## config.mk

```make
export PLATFORM = sky130hd
export DESIGN_NAME = reg_read_stage
export DESIGN_NICKNAME = d
export VERILOG_FILES = /design/src/rtl/reg_read_stage_pkg.sv /design/src/rtl/reg_read_stage_scoreboard.sv /design/src/rtl/reg_read_stage.sv
export SDC_FILE = /design/constraint.sdc
export NUM_CORES = 1
export LEC_CHECK = 0
export CAP_MARGIN = 5
export CELL_PAD_IN_SITES_DETAIL_PLACEMENT = 0
export CELL_PAD_IN_SITES_GLOBAL_PLACEMENT = 1
export CORE_ASPECT_RATIO = 0.9
export CORE_MARGIN = 3
export CORE_UTILIZATION = 46
export DETAILED_ROUTE_END_ITERATION = 12
export GPL_ROUTABILITY_DRIVEN = 1
export PLACE_DENSITY = 0.82
export SETUP_SLACK_MARGIN = 0.2
export SYNTH_ARGS = -nofsm -noshare
export SYNTH_HDL_FRONTEND = slang
export SYNTH_SLANG_ARGS = --single-unit
```

## constraint.sdc

```tcl
create_clock -name Clk -period 3.8 [get_ports Clk]
set_clock_uncertainty 0.1 [all_clocks]
set_input_delay 0.38 -clock Clk [delete_from_list [all_inputs] [get_ports Clk]]
set_output_delay 0.38 -clock Clk [all_outputs]
set_load 0.005 [all_outputs]
```

## src/rtl/reg_read_stage_pkg.sv

```systemverilog
// Shared widths, instruction field layout and decode helpers for the
// 8-bit, four-register operand-fetch stage.
package reg_read_stage_pkg;
    localparam int DATA_W   = 8;
    localparam int REG_W    = 2;
    localparam int NUM_REGS = 4;
    localparam int RS_LSB   = 4;
    localparam int RT_LSB   = 2;
    localparam int RD_LSB   = 0;
    localparam int PEND_W   = 2;
    localparam logic [PEND_W-1:0] PEND_MAX = 2'd3;

    typedef struct packed {
        logic [1:0]       op;
        logic [REG_W-1:0] rs;
        logic [REG_W-1:0] rt;
        logic [REG_W-1:0] rd;
    } instr_t;

    // Same destination rule as the decode stage.
    function automatic logic [REG_W-1:0] dest_of(input instr_t ins, input logic regdst);
        return regdst ? ins.rd : ins.rt;
    endfunction
endpackage

```

## src/rtl/reg_read_stage_scoreboard.sv

```systemverilog
// Pending-write counters, one per register, counting in-flight writers.
// Exposes "no writer left once this cycle's writeback lands" and saturation.
module reg_scoreboard
    import reg_read_stage_pkg::*;
(
    input  logic                  Clk,
    input  logic                  Clear,
    input  logic [NUM_REGS-1:0]   i_inc,
    input  logic                  i_wb_valid,
    input  logic [REG_W-1:0]      i_wb_reg,
    output logic [NUM_REGS-1:0]   o_eff_zero,
    output logic [NUM_REGS-1:0]   o_sat
);
    logic [NUM_REGS-1:0][PEND_W-1:0] r_pend;

    for (genvar g = 0; g < NUM_REGS; g++) begin : g_cnt
        logic w_dec;
        // A writeback to an idle register only updates data, never the count.
        assign w_dec = i_wb_valid && (i_wb_reg == REG_W'(g)) && (r_pend[g] != '0);
        assign o_eff_zero[g] = w_dec ? (r_pend[g] == 2'd1) : (r_pend[g] == 2'd0);
        assign o_sat[g]      = (r_pend[g] == PEND_MAX);

        always_ff @(posedge Clk) begin
            if (!Clear)
                r_pend[g] <= '0;
            else if (i_inc[g] && !w_dec)
                r_pend[g] <= r_pend[g] + 2'd1;
            else if (w_dec && !i_inc[g])
                r_pend[g] <= r_pend[g] - 2'd1;
        end
    end
endmodule

```

## src/rtl/reg_read_stage.sv

```systemverilog
// Operand-fetch stage: 4x8 register file, writeback bypass, RAW/saturation
// stall via the pending-write scoreboard, and registered read outputs.
module reg_read_stage
    import reg_read_stage_pkg::*;
(
    input  logic              Clk,
    input  logic              Clear,
    input  logic              Issue_Valid,
    input  logic [7:0]        Instruction,
    input  logic              RegDst,
    input  logic              RegWrite,
    output logic              Issue_Ready,
    output logic              Read_Valid,
    output logic [DATA_W-1:0] Read_Data1,
    output logic [DATA_W-1:0] Read_Data2,
    output logic [REG_W-1:0]  Read_Dest,
    output logic              Read_RegWrite,
    input  logic              WB_Valid,
    input  logic [REG_W-1:0]  WB_Register,
    input  logic [DATA_W-1:0] WB_Data
);
    logic [NUM_REGS-1:0][DATA_W-1:0] r_regs;

    instr_t                w_ins;
    logic [REG_W-1:0]      w_dest;
    logic [NUM_REGS-1:0]   w_inc;
    logic [NUM_REGS-1:0]   w_eff_zero;
    logic [NUM_REGS-1:0]   w_sat;
    logic                  w_accept;
    logic [DATA_W-1:0]     w_rd1;
    logic [DATA_W-1:0]     w_rd2;

    assign w_ins  = instr_t'(Instruction);
    assign w_dest = dest_of(w_ins, RegDst);

    // Saturation looks at the raw count: a same-cycle writeback does not free a slot.
    assign Issue_Ready = w_eff_zero[w_ins.rs] && w_eff_zero[w_ins.rt] &&
                         !(RegWrite && w_sat[w_dest]);
    assign w_accept    = Issue_Valid && Issue_Ready;

    for (genvar g = 0; g < NUM_REGS; g++) begin : g_inc
        assign w_inc[g] = w_accept && RegWrite && (w_dest == REG_W'(g));
    end

    reg_scoreboard u_sb (
        .Clk        (Clk),
        .Clear      (Clear),
        .i_inc      (w_inc),
        .i_wb_valid (WB_Valid),
        .i_wb_reg   (WB_Register),
        .o_eff_zero (w_eff_zero),
        .o_sat      (w_sat)
    );

    assign w_rd1 = (WB_Valid && WB_Register == w_ins.rs) ? WB_Data : r_regs[w_ins.rs];
    assign w_rd2 = (WB_Valid && WB_Register == w_ins.rt) ? WB_Data : r_regs[w_ins.rt];

    always_ff @(posedge Clk) begin
        if (!Clear) begin
            r_regs <= '0;
        end else if (WB_Valid) begin
            r_regs[WB_Register] <= WB_Data;
        end
    end

    always_ff @(posedge Clk) begin
        if (!Clear) begin
            Read_Valid    <= 1'b0;
            Read_Data1    <= '0;
            Read_Data2    <= '0;
            Read_Dest     <= '0;
            Read_RegWrite <= 1'b0;
        end else begin
            Read_Valid <= w_accept;
            if (w_accept) begin
                Read_Data1    <= w_rd1;
                Read_Data2    <= w_rd2;
                Read_Dest     <= w_dest;
                Read_RegWrite <= RegWrite;
            end
        end
    end
endmodule

```

# ---- Word-level counts from Yosys, hierarchy flattened
# Index checks and enable logic that the tools add are counted.
dict set report word_totals {
  reg_bits 60
  out_inout_bits 21
  wordCells 121
}
dict set report op_classes {
  add_sub_neg 8
  order_cmp 5
  n_eq_ne 16
  n_mux 28
  reduce_logical 51
}
# cell n
set ops {}
lappend ops {{2-to-1 mux 8 bit} 5}
lappend ops {{binary-select mux 8 bit (select 2 bit)} 2}
lappend ops {{bitwise mux 32 bit} 1}
lappend ops {{logical AND 1 bit} 28}
lappend ops {{2-to-1 mux 2 bit} 9}
lappend ops {{demux 8 bit (select 2 bit)} 1}
lappend ops {{== test 2 bit, second input constant} 8}
lappend ops {{nonzero test 2 bit} 8}
lappend ops {{== test 2 x 1 -> 1 bit, second input constant} 6}
lappend ops {{logical NOT 2 bit} 6}
lappend ops {{less-than comparator 2 x 3 -> 1 bit, second input constant} 4}
lappend ops {{logical NOT 1 bit} 9}
lappend ops {{adder 2 x 1 -> 2 bit, second input constant} 4}
lappend ops {{subtractor 2 x 1 -> 2 bit, second input constant} 4}
lappend ops {{2-to-1 mux 1 bit} 7}
lappend ops {{binary-select mux 1 bit (select 2 bit)} 3}
lappend ops {{== test 2 bit} 2}
lappend ops {{greater-or-equal comparator 2 x 1 -> 1 bit, second input constant} 1}

# ---- Logic depth before layout (Yosys ltp)
# Gate-level depths: netlist (run 1).
dict set report logic_depth {
  ltp_word 15
  depth_mapped 14
  depth_no_buf 12
}

# ---- Cells and area by module
# A second synthesis (run 1) with hierarchy kept.
dict set report unflattened {
  hier_cells 322
  hier_area_um2 3498.4
}
# module instances cells_per_inst area_per_inst_um2 seq_area_each_um2
set by_module_without_submodules {}
lappend by_module_without_submodules {reg_read_stage 1 254 2852.7 1041.0}
lappend by_module_without_submodules {reg_scoreboard 1 68 645.6 160.2}

# ---- Least setup slack after synthesis (run 1)
# OpenSTA, ideal clock, no wires.
dict set report synth_path {
  path_type {in2reg}
  from {input port WB_Register[1]}
  to {register u_sb.r_pend[1] (netlist bit)}
  setup_time_ns 0.128
  arrival_time_ns 2.279
  path_slack_ns 1.293
  cell_stages 13
  path_cell_list {buf_2 a41oi_1 a22oi_1 o21a_1 buf_2 buf_2 nand4_1 nor4_1 ha_1 xor2_1 nor2_1 a21oi_1 nor2_1}
}
dict set report synth_via {
  elab_chain_cells 14
  word_cells_on_any_way 31
  cone_classes {eq/ne (3); mux (9); reduce/logical (19)}
}
# element line
set synth_lines {}
lappend synth_lines {{start: declaration} reg_read_stage.sv:19} ;# input logic [REG_W-1:0] WB_Register,
lappend synth_lines {{== test 2 x 1 -> 1 bit, or another cell as far along} reg_read_stage_scoreboard.sv:19} ;# assign w_dec = i_wb_valid && (i_wb_reg == REG_W'(g)) && (r_pend[g] != '0);
lappend synth_lines {{logical AND 1 bit (2 in series)} reg_read_stage_scoreboard.sv:19}
lappend synth_lines {{2-to-1 mux 1 bit} reg_read_stage_scoreboard.sv:20} ;# assign o_eff_zero[g] = w_dec ? (r_pend[g] == 2'd1) : (r_pend[g] == 2'd0);
lappend synth_lines {{binary-select mux 1 bit (select 2 bit)} reg_read_stage.sv:37} ;# assign Issue_Ready = w_eff_zero[w_ins.rs] && w_eff_zero[w_ins.rt] &&
lappend synth_lines {{2-to-1 mux 1 bit (not written as such)} reg_read_stage.sv:37}
lappend synth_lines {{logical AND 1 bit (2 in series)} reg_read_stage.sv:37}
lappend synth_lines {{logical AND 1 bit} reg_read_stage.sv:39} ;# assign w_accept = Issue_Valid && Issue_Ready;
lappend synth_lines {{logical AND 1 bit (2 in series)} reg_read_stage.sv:42} ;# assign w_inc[g] = w_accept && RegWrite && (w_dest == REG_W'(g));
lappend synth_lines {{logical NOT 1 bit} reg_read_stage_scoreboard.sv:28} ;# else if (w_dec && !i_inc[g])
lappend synth_lines {{logical AND 1 bit} reg_read_stage_scoreboard.sv:28}
lappend synth_lines {{nonzero test 2 bit (no source line)} n/a}
lappend synth_lines {{end signal: indexed assignment} reg_read_stage_scoreboard.sv:27} ;# r_pend[g] <= r_pend[g] + 2'd1;
lappend synth_lines {{end signal: indexed assignment} reg_read_stage_scoreboard.sv:29} ;# r_pend[g] <= r_pend[g] - 2'd1;
lappend synth_lines {{end: declaration} reg_read_stage_scoreboard.sv:14} ;# logic [NUM_REGS-1:0][PEND_W-1:0] r_pend;
# Parallel ways exist; a longest one is shown, timed or not. The select of a mux whose other input is x is not followed.
# A chain may end at the register's enable or synchronous reset.

# ---- Worst setup path in the final report (run 1)
dict set report layout_path {
  from {input port RegDst}
  to {output port Issue_Ready}
}
dict set report layout_via {
  elab_chain_cells 6
}
# element line
set layout_lines {}
lappend layout_lines {{start: declaration} reg_read_stage.sv:10} ;# input logic RegDst,
lappend layout_lines {{2-to-1 mux 2 bit} reg_read_stage_pkg.sv:22} ;# return regdst ? ins.rd : ins.rt;
lappend layout_lines {{binary-select mux 1 bit (select 2 bit)} reg_read_stage.sv:38} ;# !(RegWrite && w_sat[w_dest]);
lappend layout_lines {{2-to-1 mux 1 bit (not written as such)} reg_read_stage.sv:38}
lappend layout_lines {{logical AND 1 bit} reg_read_stage.sv:38}
lappend layout_lines {{logical NOT 1 bit} reg_read_stage.sv:38}
lappend layout_lines {{logical AND 1 bit} reg_read_stage.sv:37}
lappend layout_lines {{end: declaration} reg_read_stage.sv:12} ;# output logic Issue_Ready,
# No other way between the ends. The select of a mux whose other input is x is not followed.

==> metrics.csv, run 1 <==
stage,metric,value,unit
yosys,synthesis.nets,384,
clock_tree,ctsResizeCount,0,
finish,drive_gt1_share,15.3,%
yosys,yosys.cell_types.count,38,
timing,fin_crit_sh,85.5,%
timing,finalCriticalPeriod,3.25,ns
clock_tree,clock-sinks,60,
timing,tns,0,ns
setup_path,cpMaxStageDelayCell,or4_4,
setup_path,crit_type,in -> out,
clock_tree,cts_tree,yes,
routing,wl_per_cell,16.7,um
setup_path,r2r_start,u_sb.r_pend[6],
power,ir_drop,0.000240,V
placement,dpl-instance-area,3870,um^2
worst_hold_path,min_from,Read_RegWrite,
setup_path,max_stage_delay,0.67,ns
floorplan,die_width,96.4,um
finish,utilization,57.3,%
setup_path,crit_required,3.32,ns
global_route,grtUsageTotal,20.4,%
finish,area_growth,20.4,%
finish,design_area,4080,um^2
global_route,grt.overflow.total,0,
clock_tree,cts_root_buf,clkbuf_8,
floorplan,dieHeight,87.4,um
finish,antenna_cells,0,
global_route,grt_max_degree,28,
yosys,postSynthCellCount,344,
timing,fmax,0.308,GHz
job,max-cap-violations,0,
timing,tightest_slew,0.893,ns
timing,setup_violations,0,
clock_tree,cts_buffer_depth,2,
global_route,grt_pass1_wl,12900,um
yosys,synthTopCellsByArea,"dfxtp_1, mux4_2, mux2i_1",
placement,io_buffer_count,42,
clock_tree,numCtsBuffers,9,
setup_path,worst-path-buf-inv,2,
floorplan,die-area,8430,um^2
routing,routed_wl,7990,um
routing,via_count,2665,
setup_path,r2r_setup_slack,1.09,ns
finish,fill_cells,635,
setup_path,worst-path-max-fanout,20,
worst_hold_path,whs_path_depth,2,
timing,finalHoldViolations,0,
timing,drv_slew,0,
routing,first_pass_iters,4,
setup_path,crit_family,buffers and inverters,
placement,preCtsSetupSlack,0.532,ns
routing,m1WireLength,3810,um
clock_tree,htree_levels,3,
routing,drt-vias-per-instance,5.56,
yosys,postSynthRegisterBits,60,
yosys,synth_area,3390,um^2
setup_path,path_cells,clkdlybuf4s50_1 > mux2i_1 > nor3_1 > or4_4 > o2111a_1 > clkdlybuf4s50_1,
power,power.total,1.60,mW
placement,globalplace.congestion,0.743,
setup_path,r2r_end,u_sb.r_pend[7],
yosys,postSynthAreaPerCell,9.84,um^2
routing,drc,0,
setup_path,crit_path_start,RegDst,
clock_tree,cts_hold_buffers,0,
power,power_leakage,1.60,nW
timing,layout_setup_ws,0.551,ns
clock_tree,clk_pin_slew,0.06,ns
setup_path,r2r_cells,10,
setup_path,end_kind,output pin,
setup_path,cp_common_cell,clkdlybuf4s50_1,
finish,final_nets,421,
routing,dr_wl_met2,3590,um
yosys,synth.largest_area_cell,dfxtp_1,
global_route,first_global_vias,2528,
yosys,ys_seq_area_share,35.5,%
timing,rsz0062_at_grt,false,
finish,seq_area,1200,um^2
routing,wl_met3,457,um
floorplan,coreArea,7110,um^2
worst_hold_path,holdPathEnd,Read_RegWrite,
routing,drt_iter0_markers,140,
placement,hpwl,5500,um
setup_path,arrival,2.77,ns
yosys,synth_top_area_share,35.5,%
yosys,ys_warn_count,0,
worst_hold_path,hold_class,reg -> reg,
status,status,completed,
global_route,antenna_found_initial,0,
clock_tree,insertion_delay,0.34,ns
routing,postRouteAntennaNets,0,
timing,slew_headroom,40.1,%
setup_path,critPathLaunchType,input port,
clock_tree,post_cts_buffers,0,
finish,multi_input_area,2010,um^2
routing,routed.top_layer,met4,
floorplan,pin_count,45,
floorplan,start_util,47.6,%
floorplan,fp-row-count,29,
power,powerDensity,392,nW/um^2
## how the worst max path moves through the flow
stage	end	cells after the start	slack [ns]
final	Issue_Ready	6	0.55
after global routing	Issue_Ready	7	0.42
after CTS	Issue_Ready	6	0.54
after detailed placement	u_sb.r_pend[7]	10	0.53
after global placement	u_sb.r_pend[1]	11	0.52
after floorplan	u_sb.r_pend[1]	13	1.29
## flip-flops by register name, summed over array words and instances, names as in the netlist
signal	count
Read_Data1	8
Read_Data2	8
Read_Dest	2
Read_RegWrite	1
Read_Valid	1
r_regs	32
u_sb.r_pend	8
## cell families (layout without fill, tap and decap cells)
family	count (synthesis)	in the layout	share of synthesized area (%)
buffers and inverters	39	81	5.21
xor gates and xnor gates	12	12	3.10
muxes	53	53	21.8
AOI/OAI and AO/OA	63	63	14.8
adders and majority gates	16	16	5.91
and+or+nand+nor	101	101	13.7
DFF	60	60	35.5
## routing by layer
metal / track usage, % / vias to the layer above
met5: 0 / -
met4: 7.39 / 0
met3: 4.93 / 12
met2: 29.8 / 60
li1: - / 1329
met1: 29.1 / 1264
## layout make-up
type	count	share of cell area, %
clock buffer	12	3.81
sequential	60	29.5
timing repair buffer	53	12.3
multi-input combinational	245	49.3
inverter	12	1.10
tap	93	2.85
clock inverter	4	1.17
## through the flow
| step | std cells | hold WS, ns |
|---|---|---|
| CTS | 479 | 0.366 |
| floorplan | 344 | 0.343 |
| global route | 479 | 0.394 |
| finish | 479 | 0.359 |
| global placement | 463 | 0.345 |
| detailed placement | 463 | 0.356 |
## tightest hold or removal path, stage by stage (launching register included)
cell,delay [ns]
dfxtp_1,0.31
nand2_1,0.05
mux2i_1,0.05
## synth_stat cells (all sizes together)
library cell and count:
and4 1, inv 12, xnor2 4, nand3 5, mux2 2, o21a 1, mux2i 35, ha 16
dfxtp 60, nand2 38, nor3 2, nor3b 2, nor2 36, nand3b 2, a211oi 17, or4 1
buf 17, a22o 1, nand2b 3, nand4bb 1, o2111a 1, nand4b 3, o311ai 1, mux4 16
a32oi 1, nand4 1, and3 1, nor4 2, a21oi 21, a41oi 18, xor2 8, clkbuf 10
or2 3, a22oi 2
## power breakdown
| part | internal (mW) | switching, mW |
|---|---|---|
| Combinational | 0.167 | 0.160 |
| Clock | 0.336 | 0.244 |
| Sequential | 0.669 | 0.0241 |
| Total | 1.17 | 0.428 |
## cell usage in the layout (no fill, tap or decap), drive strengths merged, types with 4 or more instances in the layout
master / n
a211oi: 17
xor2: 8
ha: 16
dfxtp: 60
nand2: 38
mux2i: 35
buf: 11
nand3: 5
nor2: 36
xnor2: 4
clkbuf: 12
a41oi: 18
a21oi: 21
clkdlybuf4s50: 42
inv: 11
mux4: 16
No activity file was read; power rests on OpenSTA's default activity.
==> run 2, diff against run 1 <==
--- a/config.mk
+++ b/config.mk
@@ -9,7 +9,7 @@
 export CELL_PAD_IN_SITES_DETAIL_PLACEMENT = 0
 export CELL_PAD_IN_SITES_GLOBAL_PLACEMENT = 1
 export CORE_ASPECT_RATIO = 0.9
-export CORE_MARGIN = 3
+export CORE_MARGIN = 5
 export CORE_UTILIZATION = 46
 export DETAILED_ROUTE_END_ITERATION = 12
 export GPL_ROUTABILITY_DRIVEN = 1
==> metrics.csv, run 2 (same netlist as run 1, synthesis figures left out) <==
stage,metric,value,unit,change
routing,drt_iter0_markers,149,,was 140
finish,utilization,57.0,%,was 57.3%
global_route,grt_max_degree,59,,was 28
floorplan,die-area,9180,um^2,was 8430 um^2
worst_hold_path,holdPathEnd,Read_RegWrite,,unchanged
power,ir_drop,0.000196,V,was 0.000240 V
clock_tree,cts_hold_buffers,0,,unchanged
status,status,completed,,unchanged
setup_path,end_kind,output pin,,unchanged
worst_hold_path,whs_path_depth,2,,unchanged
setup_path,crit_required,3.32,ns,about the same
clock_tree,numCtsBuffers,9,,unchanged
clock_tree,cts_buffer_depth,2,,unchanged
global_route,first_global_vias,2620,,was 2528
finish,layout_common_cells,"dfxtp_1, clkdlybuf4s50_1, nand2_1",,unchanged
floorplan,dieHeight,91.4,um,was 87.4 um
timing,fmax,0.307,GHz,was 0.308 GHz
setup_path,r2r_start,u_sb.r_pend[6],,unchanged
power,power_leakage,1.59,nW,was 1.60 nW
finish,largest_reg_flops,32,,unchanged
finish,seq_area,1200,um^2,unchanged
timing,fin_crit_sh,85.7,%,was 85.5%
floorplan,coreArea,7110,um^2,unchanged
floorplan,die_width,100,um,was 96.4 um
power,combPwrFrac,20.5,%,was 20.4%
routing,routed_wl,8100,um,was 7990 um
routing,postRouteAntennaNets,0,,unchanged
placement,io_buffer_count,42,,unchanged
placement,globalplace.congestion,0.748,,was 0.743
setup_path,crit_type,in -> out,,unchanged
timing,rsz0062_at_grt,false,,unchanged
clock_tree,post_cts_buffers,0,,unchanged
routing,wl_per_cell,17.0,um,was 16.7 um
timing,finalCriticalPeriod,3.26,ns,was 3.25 ns
timing,tightest_slew,0.667,ns,was 0.893 ns
power,powerDensity,391,nW/um^2,was 392 nW/um^2
finish,antenna_cells,0,,unchanged
job,max-cap-violations,0,,unchanged
finish,fin_cells,476,,was 479
setup_path,r2r_cells,10,,unchanged
clock_tree,clk_pin_slew,0.06,ns,about the same
clock_tree,insertion_delay,0.34,ns,about the same
routing,via_count,2665,,unchanged
finish,area_growth,19.8,%,was 20.4%
finish,drive_gt1_share,14.6,%,was 15.3%
clock_tree,cts_tree,yes,,unchanged
global_route,grt.overflow.total,0,,unchanged
global_route,grtUsageTotal,18.4,%,was 20.4%
power,intPower,1.16,mW,was 1.17 mW
global_route,antenna_found_initial,0,,unchanged
finish,final_common_cell,dfxtp_1,,unchanged
placement,placedCellCount,462,,was 463
power,p_sw_share,26.6,%,was 26.8%
timing,setup_violations,0,,unchanged
power,seqPwrFrac,43.6,%,was 43.3%
placement,hpwl,5510,um,was 5500 um
timing,finalHoldViolations,0,,unchanged
timing,slew_headroom,55.5,%,was 40.1%
clock_tree,clock-sinks,60,,unchanged
clock_tree,htree_levels,3,,unchanged
routing,drc,0,,unchanged
setup_path,critPathLaunchType,input port,,unchanged
finish,multi_input_area,2010,um^2,unchanged
clock_tree,ctsResizeCount,0,,unchanged
timing,tns,0,ns,unchanged
setup_path,arrival,2.78,ns,was 2.77 ns
worst_hold_path,hold_class,reg -> reg,,unchanged
power,clkPwrFrac,35.8,%,was 36.3%
floorplan,start_util,47.6,%,unchanged
setup_path,worst-path-max-fanout,20,,unchanged
routing,first_pass_iters,4,,unchanged
routing,drt-vias-per-instance,5.60,,was 5.56
setup_path,r2r_end,u_sb.r_pend[1],,was u_sb.r_pend[7]
floorplan,pin_count,45,,unchanged
power,switchingPower,0.423,mW,was 0.428 mW
clock_tree,cts_root_buf,clkbuf_8,,unchanged
timing,hold_ws,0.359,ns,about the same
finish,fill_cells,664,,was 635
finish,final_nets,420,,was 421
timing,drv_slew,0,,unchanged
setup_path,r2r_setup_slack,1.04,ns,was 1.09 ns
finish,largest-register,r_regs,,unchanged
global_route,grt_pass1_wl,13300,um,was 12900 um
floorplan,fp-row-count,29,,unchanged
worst_hold_path,min_from,Read_RegWrite,,unchanged
-- run 2: changes by cell type in the layout (fill, tap and decap cells not counted) --
| cell | delta |
|---|---|
| buf_4 | -1 |
| clkinvlp_4 | -1 |
| clkinv_2 | -1 |
-- run 2: how the worst max path moves through the flow --
stage          slack [ns]        endpoint           start
5_1_grt              0.40     Issue_Ready  WB_Register[0]
4_1_cts              0.54     Issue_Ready          RegDst
2_1_floorplan        1.29  u_sb.r_pend[1]  WB_Register[1]
3_3_place_gp         0.53  u_sb.r_pend[1]          RegDst
3_5_place_dp         0.43  u_sb.r_pend[1]          RegDst
6_report             0.54     Issue_Ready          RegDst
-- run 2: critical path, cell delays in order --
cell and delay, ns:
clkdlybuf4s50_1 0.59, mux2i_1 0.38, nor3_1 0.10, or4_4 0.66
o2111a_1 0.20, clkdlybuf4s50_1 0.45
-- run 2: power by group through the flow --
stage	registers [mW]	clock network [mW]	logic (mW)
global placement	0.705	0	0.323
detailed placement	0.706	0	0.327
global route	0.697	0.607	0.357
CTS	0.693	0.585	0.329
finish	0.693	0.569	0.326
floorplan	0.704	0	0.205
-- run 2: layer usage --
metal	vias to the layer above	track usage [%]	part of all wire [%]	routed length, um
met5	-	0	0	0
met4	0	6.06	1.2	98
met3	13	4.06	5.1	415
met2	64	28.0	46	3690
met1	1268	25.7	48	3890
li1	1320	-	-	-
-- run 2: through the flow --
stage / instance area (um^2) / total power, mW / setup slack [ns]
2_1_floorplan: 3390 / 0.909 / 1.29
3_3_place_gp: 3870 / 1.03 / 0.526
6_report: 4060 / 1.59 / 0.542
3_5_place_dp: 3870 / 1.03 / 0.425
5_1_grt: 4060 / 1.66 / 0.400
4_1_cts: 4060 / 1.61 / 0.543
-- run 2: area by class of cell --
class	count	share of cell area [%]
Timing Repair Buffer	52	12.2
Sequential cell	60	29.6
Clock inverter	2	0.864
Multi-Input combinational cell	245	49.5
Tap cell	93	2.87
Clock buffer	12	3.82
Inverter	12	1.11
==> run 3, diff against run 2 <==
--- a/config.mk
+++ b/config.mk
@@ -10,11 +10,12 @@
 export CELL_PAD_IN_SITES_GLOBAL_PLACEMENT = 1
 export CORE_ASPECT_RATIO = 0.9
 export CORE_MARGIN = 5
-export CORE_UTILIZATION = 46
+export CORE_UTILIZATION = 47
 export DETAILED_ROUTE_END_ITERATION = 12
 export GPL_ROUTABILITY_DRIVEN = 1
 export PLACE_DENSITY = 0.82
 export SETUP_SLACK_MARGIN = 0.2
 export SYNTH_ARGS = -nofsm -noshare
 export SYNTH_HDL_FRONTEND = slang
+export SYNTH_HIERARCHICAL = 1
 export SYNTH_SLANG_ARGS = --single-unit
==> metrics.csv, run 3 <==
stage,metric,value,unit,change
worst_hold_path,holdPathEnd,Read_Dest[0],,was Read_RegWrite
setup_path,critPathLaunchType,input port,,unchanged
routing,via_count,2553,,was 2665
yosys,synth.largest_area_cell,dfxtp_1,,unchanged
clock_tree,clock-sinks,60,,unchanged
global_route,antenna_found_initial,0,,unchanged
floorplan,coreArea,7150,um^2,was 7110 um^2
yosys,yosys.cell_types.count,43,,was 38
placement,globalplace.congestion,0.800,,was 0.748
placement,hpwl,5600,um,was 5510 um
yosys,synth_common_cells,"dfxtp_1, mux2i_1, nor2_1, mux4_2, a211oi_2",,"was dfxtp_1, nand2_1, nor2_1, mux2i_1, a21oi_1"
timing,finalCriticalPeriod,3.16,ns,was 3.26 ns
finish,multi_input_area,2090,um^2,was 2010 um^2
routing,first_pass_iters,4,,unchanged
finish,seq_area,1200,um^2,unchanged
yosys,synth-edff-count,0,,unchanged
setup_path,r2r_start,u_sb/r_pend[0],,was u_sb.r_pend[6]
routing,drt_iter0_markers,116,,was 149
clock_tree,cts_buffer_depth,2,,unchanged
global_route,grt_max_degree,45,,was 59
timing,finalHoldViolations,0,,unchanged
yosys,synth_area,3500,um^2,was 3390 um^2
yosys,ys_warn_count,6,,was 0
placement,io_buffer_count,42,,unchanged
power,power.total,1.64,mW,was 1.59 mW
setup_path,crit_type,in -> out,,unchanged
global_route,grt.overflow.total,0,,unchanged
setup_path,arrival,2.68,ns,was 2.78 ns
setup_path,crit_path_start,Instruction[3],,was RegDst
timing,drv_slew,0,,unchanged
worst_hold_path,min_from,Read_Dest[0],,was Read_RegWrite
yosys,synth_most_common_cell,dfxtp_1,,unchanged
floorplan,dieHeight,91.8,um,was 91.4 um
setup_path,crit_family,buffers and inverters,,unchanged
yosys,synth_top_area_share,34.3,%,was 35.5%
timing,tns,0,ns,unchanged
setup_path,path_cells,clkdlybuf4s50_1 > nand2b_1 > o32ai_1 > o41ai_4 > and3_1 > clkdlybuf4s50_1,,was clkdlybuf4s50_1 > mux2i_1 > nor3_1 > or4_4 > o2111a_1 > clkdlybuf4s50_1
yosys,postSynthAreaPerCell,10.9,um^2,was 9.84 um^2
timing,rsz0062_at_grt,false,,unchanged
timing,tightest_slew,0.666,ns,was 0.667 ns
clock_tree,insertion_delay,0.33,ns,was 0.34 ns
clock_tree,cts_root_buf,clkbuf_8,,unchanged
finish,layout_common_cells,"dfxtp_1, mux2i_1, clkdlybuf4s50_1",,"was dfxtp_1, clkdlybuf4s50_1, nand2_1"
timing,fin_crit_sh,83.2,%,was 85.7%
floorplan,pin_count,45,,unchanged
setup_path,max_stage_delay,0.81,ns,was 0.66 ns
worst_hold_path,whs_path_depth,2,,unchanged
clock_tree,ctsResizeCount,0,,unchanged
finish,largest-register,r_regs,,unchanged
worst_hold_path,hold_class,reg -> reg,,unchanged
yosys,async_flop_share,0,%,unchanged
finish,largest_reg_flops,32,,unchanged
clock_tree,cts_tree,yes,,unchanged
timing,setup_violations,0,,unchanged
clock_tree,numCtsBuffers,9,,unchanged
floorplan,start_util,48.9,%,was 47.6%
routing,drc,0,,unchanged
finish,antenna_cells,0,,unchanged
global_route,first_global_vias,2536,,was 2620
timing,fmax,0.316,GHz,was 0.307 GHz
yosys,synth_flop_cell,dfxtp_1,,unchanged
routing,routed_wl,7980,um,was 8100 um
routing,wl_per_cell,17.4,um,was 17.0 um
job,max-cap-violations,0,,unchanged
clock_tree,post_cts_buffers,0,,unchanged
yosys,postSynthRegisterBits,60,,unchanged
finish,area_growth,19.2,%,was 19.8%
clock_tree,clk_pin_slew,0.06,ns,about the same
floorplan,fp-row-count,29,,unchanged
yosys,synthesis.nets,362,,was 384
clock_tree,htree_levels,3,,unchanged
setup_path,cpMaxStageDelayCell,clkdlybuf4s50_1,,was or4_4
setup_path,r2r_cells,10,,unchanged
routing,postRouteAntennaNets,0,,unchanged
status,status,completed,,unchanged
setup_path,crit_required,3.32,ns,about the same
yosys,ys_seq_area_share,34.3,%,was 35.5%
setup_path,r2r_setup_slack,0.88,ns,was 1.04 ns
finish,final_nets,403,,was 420
finish,final_common_cell,dfxtp_1,,unchanged
setup_path,worst-path-buf-inv,2,,unchanged
setup_path,r2r_end,u_sb/r_pend[2],,was u_sb.r_pend[1]
global_route,grt_pass1_wl,13000,um,was 13300 um
floorplan,die-area,9270,um^2,was 9180 um^2
power,power_leakage,1.78,nW,was 1.59 nW
yosys,postSynthCellCount,322,,was 344
power,ir_drop,0.000197,V,was 0.000196 V
global_route,grtUsageTotal,18.1,%,was 18.4%
finish,drive_gt1_share,19.9,%,was 14.6%
floorplan,die_width,101,um,was 100 um
setup_path,end_kind,output pin,,unchanged
timing,slew_headroom,55.5,%,about the same
setup_path,worst-path-max-fanout,11,,was 20
yosys,synthTopCellsByArea,"dfxtp_1, mux2i_1, mux4_2",,"was dfxtp_1, mux4_2, mux2i_1"
power,powerDensity,393,nW/um^2,was 391 nW/um^2
finish,fill_cells,602,,was 664
routing,drt-vias-per-instance,5.55,,was 5.60
clock_tree,cts_hold_buffers,0,,unchanged
setup_path,cp_common_cell,clkdlybuf4s50_1,,unchanged
-- run 3: cell families (layout without fill, tap and decap cells) --
kind of cell	after synthesis	in the layout	synth area share, %
buf+inv	39	84	6.19
simple gates	74	74	11.0
fa+ha+maj	16	16	5.72
flops	60	60	34.3
compound gates	53	53	13.8
mux	68	68	25.9
xor+xnor	12	12	3.00
-- run 3: final cells by class --
cell class                      count  share of cell area [%]
Timing Repair Buffer               53                    12.4
Sequential cell                    60                    28.8
Inverter                           16                    1.44
Clock buffer                       13                    3.57
Multi-Input combinational cell    223                    50.2
Clock inverter                      2                   0.840
Tap cell                           93                    2.79
-- run 3: layer usage --
layer / up-vias / wire [um] / part of all wire [%] / track usage (%)
met5: - / 0 / 0 / 0
met4: 0 / 61 / 0.76 / 5.09
met3: 7 / 384 / 4.8 / 5.46
met2: 63 / 3720 / 47 / 28.2
met1: 1227 / 3820 / 48 / 24.2
li1: 1256 / - / - / -
-- run 3: worst max path at each step --
stage	endpoint	cells after the start	slack, ns
2_1_floorplan	u_sb/r_pend[2]	11	1.04
3_3_place_gp	u_sb/r_pend[2]	9	0.48
3_5_place_dp	u_sb/r_pend[2]	9	0.44
4_1_cts	Issue_Ready	6	0.60
5_1_grt	Issue_Ready	6	0.52
6_report	Issue_Ready	6	0.64
-- run 3: tightest hold or removal path, cell delays in order, from the launching register on --
cell and delay, ns:
dfxtp_1 0.31, nand2_1 0.05, mux2i_1 0.05
-- run 3: stage by stage --
step | area (um^2) | hold slack [ns] | setup WS [ns] | utilization, % | instances
after floorplan | 3500 | 0.351 | 1.04 | - | 322
after global placement | 3990 | 0.350 | 0.476 | 55.8 | 445
after detailed placement | 3990 | 0.357 | 0.438 | 55.8 | 445
after CTS | 4170 | 0.366 | 0.602 | 58.3 | 460
after global routing | 4170 | 0.370 | 0.524 | 58.3 | 460
final | 4170 | 0.357 | 0.638 | 58.3 | 460
-- run 3: where the power goes --
| group | switching [mW] | internal [mW] |
|---|---|---|
| registers | 0.0318 | 0.676 |
| logic | 0.178 | 0.202 |
| clock network | 0.232 | 0.317 |
